==> src/rtl/next_pc_ctrl_pkg.sv <==
// Shared constants for the next-PC select path: opcode values, PC mux encodings,
// prediction modes and the 2-bit branch history counter states.
package next_pc_ctrl_pkg;

    localparam logic [6:0] OPC_JAL    = 7'b1101111;
    localparam logic [6:0] OPC_JALR   = 7'b1100111;
    localparam logic [6:0] OPC_BRANCH = 7'b1100011;

    localparam logic [1:0] PC_SEL_PC4    = 2'b00;
    localparam logic [1:0] PC_SEL_JAL    = 2'b01;
    localparam logic [1:0] PC_SEL_JALR   = 2'b10;
    localparam logic [1:0] PC_SEL_BR_FIX = 2'b11;

    localparam int PRED_STATIC = 0;
    localparam int PRED_BHT    = 1;
    localparam int PRED_BTFN   = 2;

    typedef enum logic [1:0] {
        CTR_SNT = 2'b00,
        CTR_WNT = 2'b01,
        CTR_WT  = 2'b10,
        CTR_ST  = 2'b11
    } bht_ctr_e;

endpackage

==> src/rtl/next_pc_ctrl_bht_table.sv <==
// Branch history table: DEPTH x 2-bit saturating counters, asynchronous read,
// one update port. A same-cycle read of the entry being written returns the old value.
module next_pc_ctrl_bht_table
    import next_pc_ctrl_pkg::*;
#(
    parameter  int DEPTH = 64,
    localparam int IDX_W = $clog2(DEPTH)
) (
    input  logic             clk,
    input  logic             rst,
    input  logic [IDX_W-1:0] i_rd_idx,
    output logic [1:0]       o_rd_ctr,
    input  logic             i_wr_en,
    input  logic [IDX_W-1:0] i_wr_idx,
    input  logic             i_wr_taken
);

    logic [1:0] r_ctr [DEPTH];

    function automatic logic [1:0] sat_step(input logic [1:0] c, input logic up);
        if (up)
            return (c == 2'b11) ? c : c + 2'd1;
        else
            return (c == 2'b00) ? c : c - 2'd1;
    endfunction

    always_ff @(posedge clk or posedge rst) begin
        if (rst) begin
            for (int i = 0; i < DEPTH; i++)
                r_ctr[i] <= CTR_WNT;
        end else if (i_wr_en) begin
            r_ctr[i_wr_idx] <= sat_step(r_ctr[i_wr_idx], i_wr_taken);
        end
    end

    assign o_rd_ctr = r_ctr[i_rd_idx];

endmodule

==> src/rtl/next_pc_ctrl.sv <==
// Next-PC select: fetch-time JAL/branch prediction, EX-time JALR and branch-correction
// redirects, multi-cycle wrong-path flush and branch/mispredict counters.
module next_pc_ctrl
    import next_pc_ctrl_pkg::*;
#(
    parameter int XLEN         = 32,
    parameter int BHT_DEPTH    = 64,
    parameter int PREDICT_MODE = 1,
    parameter int FLUSH_CYCLES = 2,
    parameter int CNT_W        = 32
) (
    input  logic             clk,
    input  logic             rst,
    input  logic [31:0]      icache_dout,
    input  logic [XLEN-1:0]  fetch_pc,
    input  logic             fetch_valid,
    input  logic             ex_valid,
    input  logic [XLEN-1:0]  ex_pc,
    input  logic             ex_is_branch,
    input  logic             ex_is_jalr,
    input  logic             ex_taken,
    input  logic             ex_pred_taken,
    output logic [1:0]       pc_sel,
    output logic             pred_taken,
    output logic             flush,
    output logic [CNT_W-1:0] branch_cnt,
    output logic [CNT_W-1:0] mispred_cnt
);

    localparam int IDX_W = $clog2(BHT_DEPTH);
    localparam int FC_W  = (FLUSH_CYCLES > 1) ? $clog2(FLUSH_CYCLES) : 1;
    localparam logic [FC_W-1:0] FC_LOAD = FC_W'(FLUSH_CYCLES - 1);

    logic [FC_W-1:0]  r_flush_cnt;
    logic [CNT_W-1:0] r_branch_cnt;
    logic [CNT_W-1:0] r_mispred_cnt;

    logic [6:0] w_opc;
    logic [1:0] w_bht_ctr;
    logic       w_br_pred;
    logic [1:0] w_fetch_sel;
    logic       w_fetch_pred;
    logic       w_ex_ok;
    logic       w_ex_br;
    logic       w_ex_mispred;
    logic       w_redir_jalr;
    logic       w_redir_br;
    logic       w_redirect;
    logic       w_unused;

    function automatic logic [CNT_W-1:0] sat_inc(input logic [CNT_W-1:0] v);
        return (&v) ? v : v + 1'b1;
    endfunction

    // EX stage is trusted only once the previous redirect's wrong-path shadow has drained
    assign w_ex_ok      = ex_valid & (r_flush_cnt == '0);
    assign w_ex_br      = w_ex_ok & ex_is_branch;
    assign w_ex_mispred = ex_taken ^ ex_pred_taken;
    assign w_redir_jalr = w_ex_ok & ex_is_jalr;
    assign w_redir_br   = w_ex_br & w_ex_mispred;
    assign w_redirect   = w_redir_jalr | w_redir_br;

    generate
        if (PREDICT_MODE == PRED_BHT) begin : g_bht
            next_pc_ctrl_bht_table #(.DEPTH(BHT_DEPTH)) u_bht (
                .clk        (clk),
                .rst        (rst),
                .i_rd_idx   (fetch_pc[IDX_W+1:2]),
                .o_rd_ctr   (w_bht_ctr),
                .i_wr_en    (w_ex_br),
                .i_wr_idx   (ex_pc[IDX_W+1:2]),
                .i_wr_taken (ex_taken)
            );
        end else begin : g_no_bht
            assign w_bht_ctr = CTR_WNT;
        end
    endgenerate

    assign w_opc     = icache_dout[6:0];
    assign w_br_pred = (PREDICT_MODE == PRED_BHT)  ? w_bht_ctr[1]    :
                       (PREDICT_MODE == PRED_BTFN) ? icache_dout[31] : 1'b0;

    always_comb begin
        w_fetch_sel  = PC_SEL_PC4;
        w_fetch_pred = 1'b0;
        if (fetch_valid) begin
            if (w_opc == OPC_JAL) begin
                w_fetch_sel  = PC_SEL_JAL;
                w_fetch_pred = 1'b1;
            end else if (w_opc == OPC_BRANCH) begin
                w_fetch_pred = w_br_pred;
                w_fetch_sel  = w_br_pred ? PC_SEL_JAL : PC_SEL_PC4;
            end
        end
    end

    always_comb begin
        pc_sel = w_fetch_sel;
        if (w_redir_jalr)
            pc_sel = PC_SEL_JALR;
        else if (w_redir_br)
            pc_sel = PC_SEL_BR_FIX;
    end

    assign pred_taken = w_fetch_pred;
    assign flush      = w_redirect | (r_flush_cnt != '0);

    always_ff @(posedge clk or posedge rst) begin
        if (rst)
            r_flush_cnt <= '0;
        else if (w_redirect)
            r_flush_cnt <= FC_LOAD;
        else if (r_flush_cnt != '0)
            r_flush_cnt <= r_flush_cnt - 1'b1;
    end

    always_ff @(posedge clk or posedge rst) begin
        if (rst) begin
            r_branch_cnt  <= '0;
            r_mispred_cnt <= '0;
        end else if (w_ex_br) begin
            r_branch_cnt <= sat_inc(r_branch_cnt);
            if (w_ex_mispred)
                r_mispred_cnt <= sat_inc(r_mispred_cnt);
        end
    end

    assign branch_cnt  = r_branch_cnt;
    assign mispred_cnt = r_mispred_cnt;

    // Only the index bits of the PCs and a few instruction bits matter here
    assign w_unused = ^{fetch_pc, ex_pc, icache_dout, w_bht_ctr};

endmodule

==> config.mk <==
export PLATFORM = sky130hd
export DESIGN_NAME = next_pc_ctrl
export DESIGN_NICKNAME = d
export VERILOG_FILES = /design/src/rtl/next_pc_ctrl_pkg.sv /design/src/rtl/next_pc_ctrl_bht_table.sv /design/src/rtl/next_pc_ctrl.sv
export SDC_FILE = /design/constraint.sdc
export NUM_CORES = 1
export LEC_CHECK = 0
export CAP_MARGIN = 5
export CORE_MARGIN = 4
export CORE_UTILIZATION = 31
export CTS_CLUSTER_DIAMETER = 40
export DETAILED_ROUTE_END_ITERATION = 8
export MAX_ROUTING_LAYER = met4
export PLACE_DENSITY_LB_ADDON = 0.25
export SETUP_SLACK_MARGIN = 0.1
export SYNTH_ARGS = -nofsm -noshare
export SYNTH_HDL_FRONTEND = slang
export SYNTH_SLANG_ARGS = --single-unit
==> constraint.sdc <==
create_clock -name clk -period 21 [get_ports clk]
set_input_delay 6.3 -clock clk [delete_from_list [all_inputs] [get_ports clk]]
set_output_delay 6.3 -clock clk [all_outputs]
set_load 0.02 [all_outputs]
## Word-level counts from Yosys, hierarchy flattened

Cells that the tools add are included.
W data, S select, Z words.

- Register bits after elaboration: 193
- Output and inout port bits: 68
- Logic and storage cells: 120

- $add $sub $neg: 5
- $lt $le $gt $ge: 3
- Equality and inequality tests: 3
- Multiplexer cells: 24
- Bitwise operators: 12
- Reductions and logical operators: 6

Operators by type and width:

| cell | count |
|---|---|
| $bwmux W128 | 1 |
| $add A32 B1 Y32 const B | 2 |
| $reduce_and A32 Y1 | 2 |
| $bmux W2 S6 | 2 |
| $mux W2 | 12 |
| $eq A7 B7 Y1 const B | 2 |
| $ge A7 B7 Y1 const B | 2 |
| $not A6 Y7 | 2 |
| $demux W2 S6 | 1 |
| $mux W1 | 8 |
| $lt A7 B1 Y1 const B | 1 |
| $and A1 B1 Y1 | 4 |
| $not A1 Y1 | 3 |
| $reduce_and A3 Y1 | 1 |
| $add A2 B1 Y2 const B | 1 |
| $eq A2 B2 Y1 const B | 1 |
| $logic_not A2 Y1 | 1 |
| $or A1 B1 Y1 | 2 |
| $reduce_and A2 Y1 | 1 |
| $sub A2 B1 Y2 const B | 1 |
| $logic_and A1 B1 Y1 | 1 |
| $sub A1 B1 Y1 const B | 1 |
| $xor A1 B1 Y1 | 1 |

## Depth between registers and ports, before layout

- Depth after elaboration: 10
- Gate-level depth with buffers: 11
- Mapped depth without buffers: 7

## By module

A second synthesis with hierarchy kept.

- Cells, all modules: 946
- Area, all modules: 10749.1 um^2

Modules (own cells, without submodules):

| module | instances | cells each | area each (um^2) | sequential area each (um^2) |
|---|---|---|---|---|
| next_pc_ctrl_bht_table | 1 | 647 | 7572.3 | 3283.1 |
| next_pc_ctrl | 1 | 299 | 3176.8 | 1626.6 |

## Least setup slack after synthesis

OpenSTA, ideal clock, no wires.

- Path type: input-to-output
- Start point: input port fetch_pc[2]
- End point: output port pc_sel[0]
- Data arrival time: 8426 ps
- Data required time: 14700 ps
- Setup slack: 6274 ps
- Stages: 6
- Buffers on the path: 1
- Cell sequence: clkbuf_1 mux4_2 mux4_2 mux2i_1 o21ai_0 o21a_1

- Word-level cells in the longest chain between the ends: 10

Ends and longest elaborated chain:

| what | line | text |
|---|---|---|
| start: declaration | next_pc_ctrl.sv:15 | `input logic [XLEN-1:0] fetch_pc,` |
| $not A6 Y7 (not written as such) | next_pc_ctrl_bht_table.sv:36 | `assign o_rd_ctr = r_ctr[i_rd_idx];` |
| $bmux W2 S6 | next_pc_ctrl_bht_table.sv:36 |  |
| $mux W2 (not written as such) (2 in a row) | next_pc_ctrl_bht_table.sv:36 |  |
| $mux W1 | next_pc_ctrl.sv:92 | `w_fetch_sel = w_br_pred ? PC_SEL_JAL : PC_SEL_PC4;` |
| $mux W1 | next_pc_ctrl.sv:90 | `end else if (w_opc == OPC_BRANCH) begin` |
| $mux W1 | next_pc_ctrl.sv:87 | `if (w_opc == OPC_JAL) begin` |
| $mux W2 | next_pc_ctrl.sv:86 | `if (fetch_valid) begin` |
| $mux W2 | next_pc_ctrl.sv:101 | `else if (w_redir_br)` |
| $mux W2 | next_pc_ctrl.sv:99 | `if (w_redir_jalr)` |
| end: declaration | next_pc_ctrl.sv:23 | `output logic [1:0] pc_sel,` |

Every way passes these cells. The select of a mux whose other input is x is not followed.

## Final worst setup path

- Start point: input port fetch_pc[3]
- End point: output port pc_sel[0]

The elaborated chain is that of the path after synthesis.

==> results.sh <==
export IMPL_setup_ws_ns=4.54
export IMPL_cp_startpoint="fetch_pc[3]"
export IMPL_start_util=0.315
export IMPL_drt_iter0_drc=360
export IMPL_clk_path_buf_depth=2
export IMPL_grt_pass1_vias=7345
export IMPL_synthCells=956
export IMPL_power_density_nw_per_um2=74.1
export IMPL_synth_ff_type="dfrtp_1"
export IMPL_place_ws_ns=4.48
export IMPL_grt_overflow_total=0
export IMPL_cp_end_kind="output pin"
export IMPL_core_area_um2=31600
export IMPL_synth_edf_count=0
export IMPL_cts_root_buf="clkbuf_16"
export IMPL_drive_gt1_frac=0.210
export IMPL_ctsResizeCount=0
export IMPL_num_vias=7234
export IMPL_antenna_left=0
export IMPL_final_nets=1137
export IMPL_holdCritPathClass="flop to flop"
export IMPL_num_rows=65
export IMPL_cts_sinks=193
export IMPL_synth_area_leaders="dfrtp_1, dfstp_2, nand2_1"
export IMPL_critPathMaxStageDelay_ns=1.25
export IMPL_reg2reg_slack_ns=17.51
export IMPL_drc=0
export IMPL_drv_slew=0
export IMPL_maxCapViolations=0
export IMPL_critPathMaxFanout=16
export IMPL_globalRouteTotalUtil=0.154
export IMPL_dieArea_um2=35100
export IMPL_hold_slack_ns=0.471
export IMPL_grt_pass1_wl_um=42100
export IMPL_drt_wl_total_um=26400
export IMPL_yosys_area_top_type="dfrtp_1"
export IMPL_synth_fp_nets=1062
export IMPL_clock_latency_ns=0.45
export IMPL_grt_max_degree=123
export IMPL_seq_area_frac_synth=0.492
export IMPL_async_reset_ff_frac=1.00
export IMPL_gp_congestion=0.783
export IMPL_cp_required_ns=14.70
export IMPL_r2r_end="g_bht.u_bht.r_ctr[8]"
export IMPL_r2r_start="g_bht.u_bht.r_ctr[113]"
export IMPL_crit_path_end="pc_sel[0]"
export IMPL_ys_seq_elements=193
export IMPL_drtPass1Iterations=4
export IMPL_fin_cells=1446
export IMPL_place_area_um2=11200
export IMPL_io_buffers=94
export IMPL_synth_cell_type_count=64
export IMPL_fin_crit_sh=0.784
export IMPL_fp_dieH_um=187
export IMPL_finalSetupViolCount=0
export IMPL_postCtsSetupRepairBufs=0
export IMPL_h_tree_depth=4
export IMPL_reg2reg_depth=8
export IMPL_finalHoldViolCount=0
export IMPL_diodes=0
export IMPL_yosys_warnings=0
export IMPL_synth_avg_cell_area_um2=10.4
export IMPL_vdd_drop_max_mv=0.0506
export IMPL_cp_arrival_ns=10.16
export IMPL_hpwl_um=17700
export IMPL_grt_setup_unrepaired="no"
export IMPL_antenna_found_initial=0
export IMPL_worst_path_max_delay_cell="clkdlybuf4s50_1"
export IMPL_max_slew_margin=0.212
export IMPL_status="finished clean"
export IMPL_hold_buffers=0
export IMPL_post_drt_wl_per_cell_um=18.2
export IMPL_dp_cells=1414
export IMPL_clk_pin_slew_ns=0.07
export IMPL_numCtsBuffers=17
export IMPL_worst_pin_slew_ns=1.18
export IMPL_setup_tns_ns=0
export IMPL_cp_start_kind="input port"
export IMPL_final_cell_area_um2=11800
export IMPL_critPathKind="input port to output pin"
export IMPL_clock_skew_ns=0.0220
export IMPL_ios=172
export IMPL_layout_min_cycle_time_ns=16.46
export IMPL_synth_top_cell_area_share=0.324
export IMPL_crit_chain="clkdlybuf4s50_1, mux4_2, mux2i_1, mux4_2, nor4b_1, o21ai_0, o21ai_0, o21a_1, clkdlybuf4s50_1"
export IMPL_fill_cells=3158
export IMPL_die_width_um=187
export IMPL_syn_area_um2=9970
export IMPL_multi_input_area_um2=4730
export IMPL_synthToLayoutAreaGrowth_pct=18.6
export IMPL_fmax_ghz=0.0608
export IMPL_seqCellArea_um2=4910
export IMPL_via_per_inst=5.00
export IMPL_power_leakage_nw=4.66
export IMPL_cts_tree="done"
==> how the worst min path moves through the flow <==
| stage | startpoint | end | cells after the start | slack (ns) |
|---|---|---|---|---|
| global placement | g_bht.u_bht.r_ctr[80] | g_bht.u_bht.r_ctr[80] | 2 | 0.46 |
| CTS | g_bht.u_bht.r_ctr[112] | g_bht.u_bht.r_ctr[112] | 2 | 0.47 |
| detailed placement | g_bht.u_bht.r_ctr[112] | g_bht.u_bht.r_ctr[112] | 2 | 0.46 |
| global route | g_bht.u_bht.r_ctr[60] | g_bht.u_bht.r_ctr[60] | 2 | 0.48 |
| finish | g_bht.u_bht.r_ctr[70] | g_bht.u_bht.r_ctr[70] | 2 | 0.47 |
| floorplan | g_bht.u_bht.r_ctr[126] | g_bht.u_bht.r_ctr[126] | 2 | 0.45 |
==> placed cells by master, fill, tap and decap left out, drive strengths merged, types with 14 or more instances in the layout <==
cell type | synthesis | layout
nand2 | 229 | 229
dfrtp | 129 | 129
o21ai | 129 | 129
clkdlybuf4s50 | 0 | 92
dfstp | 64 | 64
xnor2 | 41 | 41
nor2 | 33 | 33
mux4 | 27 | 27
nand3 | 26 | 26
mux2i | 23 | 23
inv | 14 | 21
xor2 | 20 | 20
a22oi | 17 | 17
clkbuf | 14 | 17
and4 | 16 | 16
mux2 | 16 | 16
and3 | 14 | 14
==> metal layers <==
metal,global-route usage,wire length [um],vias to the layer above,share of wire
met1,0.208,12500,3572,0.47
met5,-,0,-,0
met3,0.0243,804,18,0.030
li1,-,-,3540,-
met2,0.247,12800,104,0.49
met4,0.0364,278,0,0.011
==> worst max-delay path: cells and delay by family <==
kind | cells | cell delay [ns]
buffers and inverters | 2 | 1.78
muxes | 3 | 1.28
AOI/OAI and AO/OA | 3 | 0.72
and+or+nand+nor | 1 | 0.06
==> cell families after synthesis <==
| kind of cell | synth area share |
|---|---|
| AND/OR/NAND/NOR | 0.176 |
| flip-flops | 0.492 |
| AO/OA/AOI/OAI | 0.132 |
| multiplexers | 0.106 |
| buffers and inverters | 0.0348 |
| XOR/XNOR | 0.0536 |
| adder cells (fa/ha/maj) | 0.00502 |
==> cell type report <==
type / count / share of cell area
clock buffer: 17 / 0.0360
clock inverter: 15 / 0.0156
inverter: 15 / 0.00540
multi-input combinational: 700 / 0.400
sequential: 193 / 0.415
tap: 402 / 0.0425
timing repair buffer: 104 / 0.0851
==> registers in the layout, summed over array words and instances, names as in the netlist <==
register and count:
g_bht.u_bht.r_ctr 128, branch_cnt 32, mispred_cnt 32, r_flush_cnt 1
==> cell usage after synthesis, types with 4 or more instances <==
cell type    n
and2_1       8
inv_1       14
buf_4        5
and3_1      14
mux4_2      27
buf_6        9
nand4_1     12
o21ai_2     57
and4_1      16
nor2_1      33
dfrtp_1    129
mux2i_1     20
clkbuf_1    14
dfstp_2     64
nand2_1    229
nor2b_1      7
xnor2_1     41
o22ai_1      4
nor3_1       9
a22oi_1     17
buf_2       19
o21ai_1     22
nand3b_1     4
xor2_1      20
a21oi_1      8
mux2_2      13
o21ai_0     50
nand3_1     26
nor4_1       5
==> stage by stage <==
| step | util | power [mW] |
|---|---|---|
| floorplan | - | 0.505 |
| global placement | 0.354 | 0.552 |
| detailed placement | 0.354 | 0.553 |
| CTS | 0.374 | 0.888 |
| global route | 0.374 | 0.918 |
| finish | 0.374 | 0.876 |
==> report_power, final <==
group,internal (mW),total (mW),switching [mW],leakage (nW)
Clock,0.163,0.332,0.169,0.294
Sequential,0.401,0.421,0.0206,2.43
Combinational,0.0502,0.123,0.0725,1.94
Total,0.614,0.876,0.262,4.66
No activity file was read; power rests on OpenSTA's default activity.
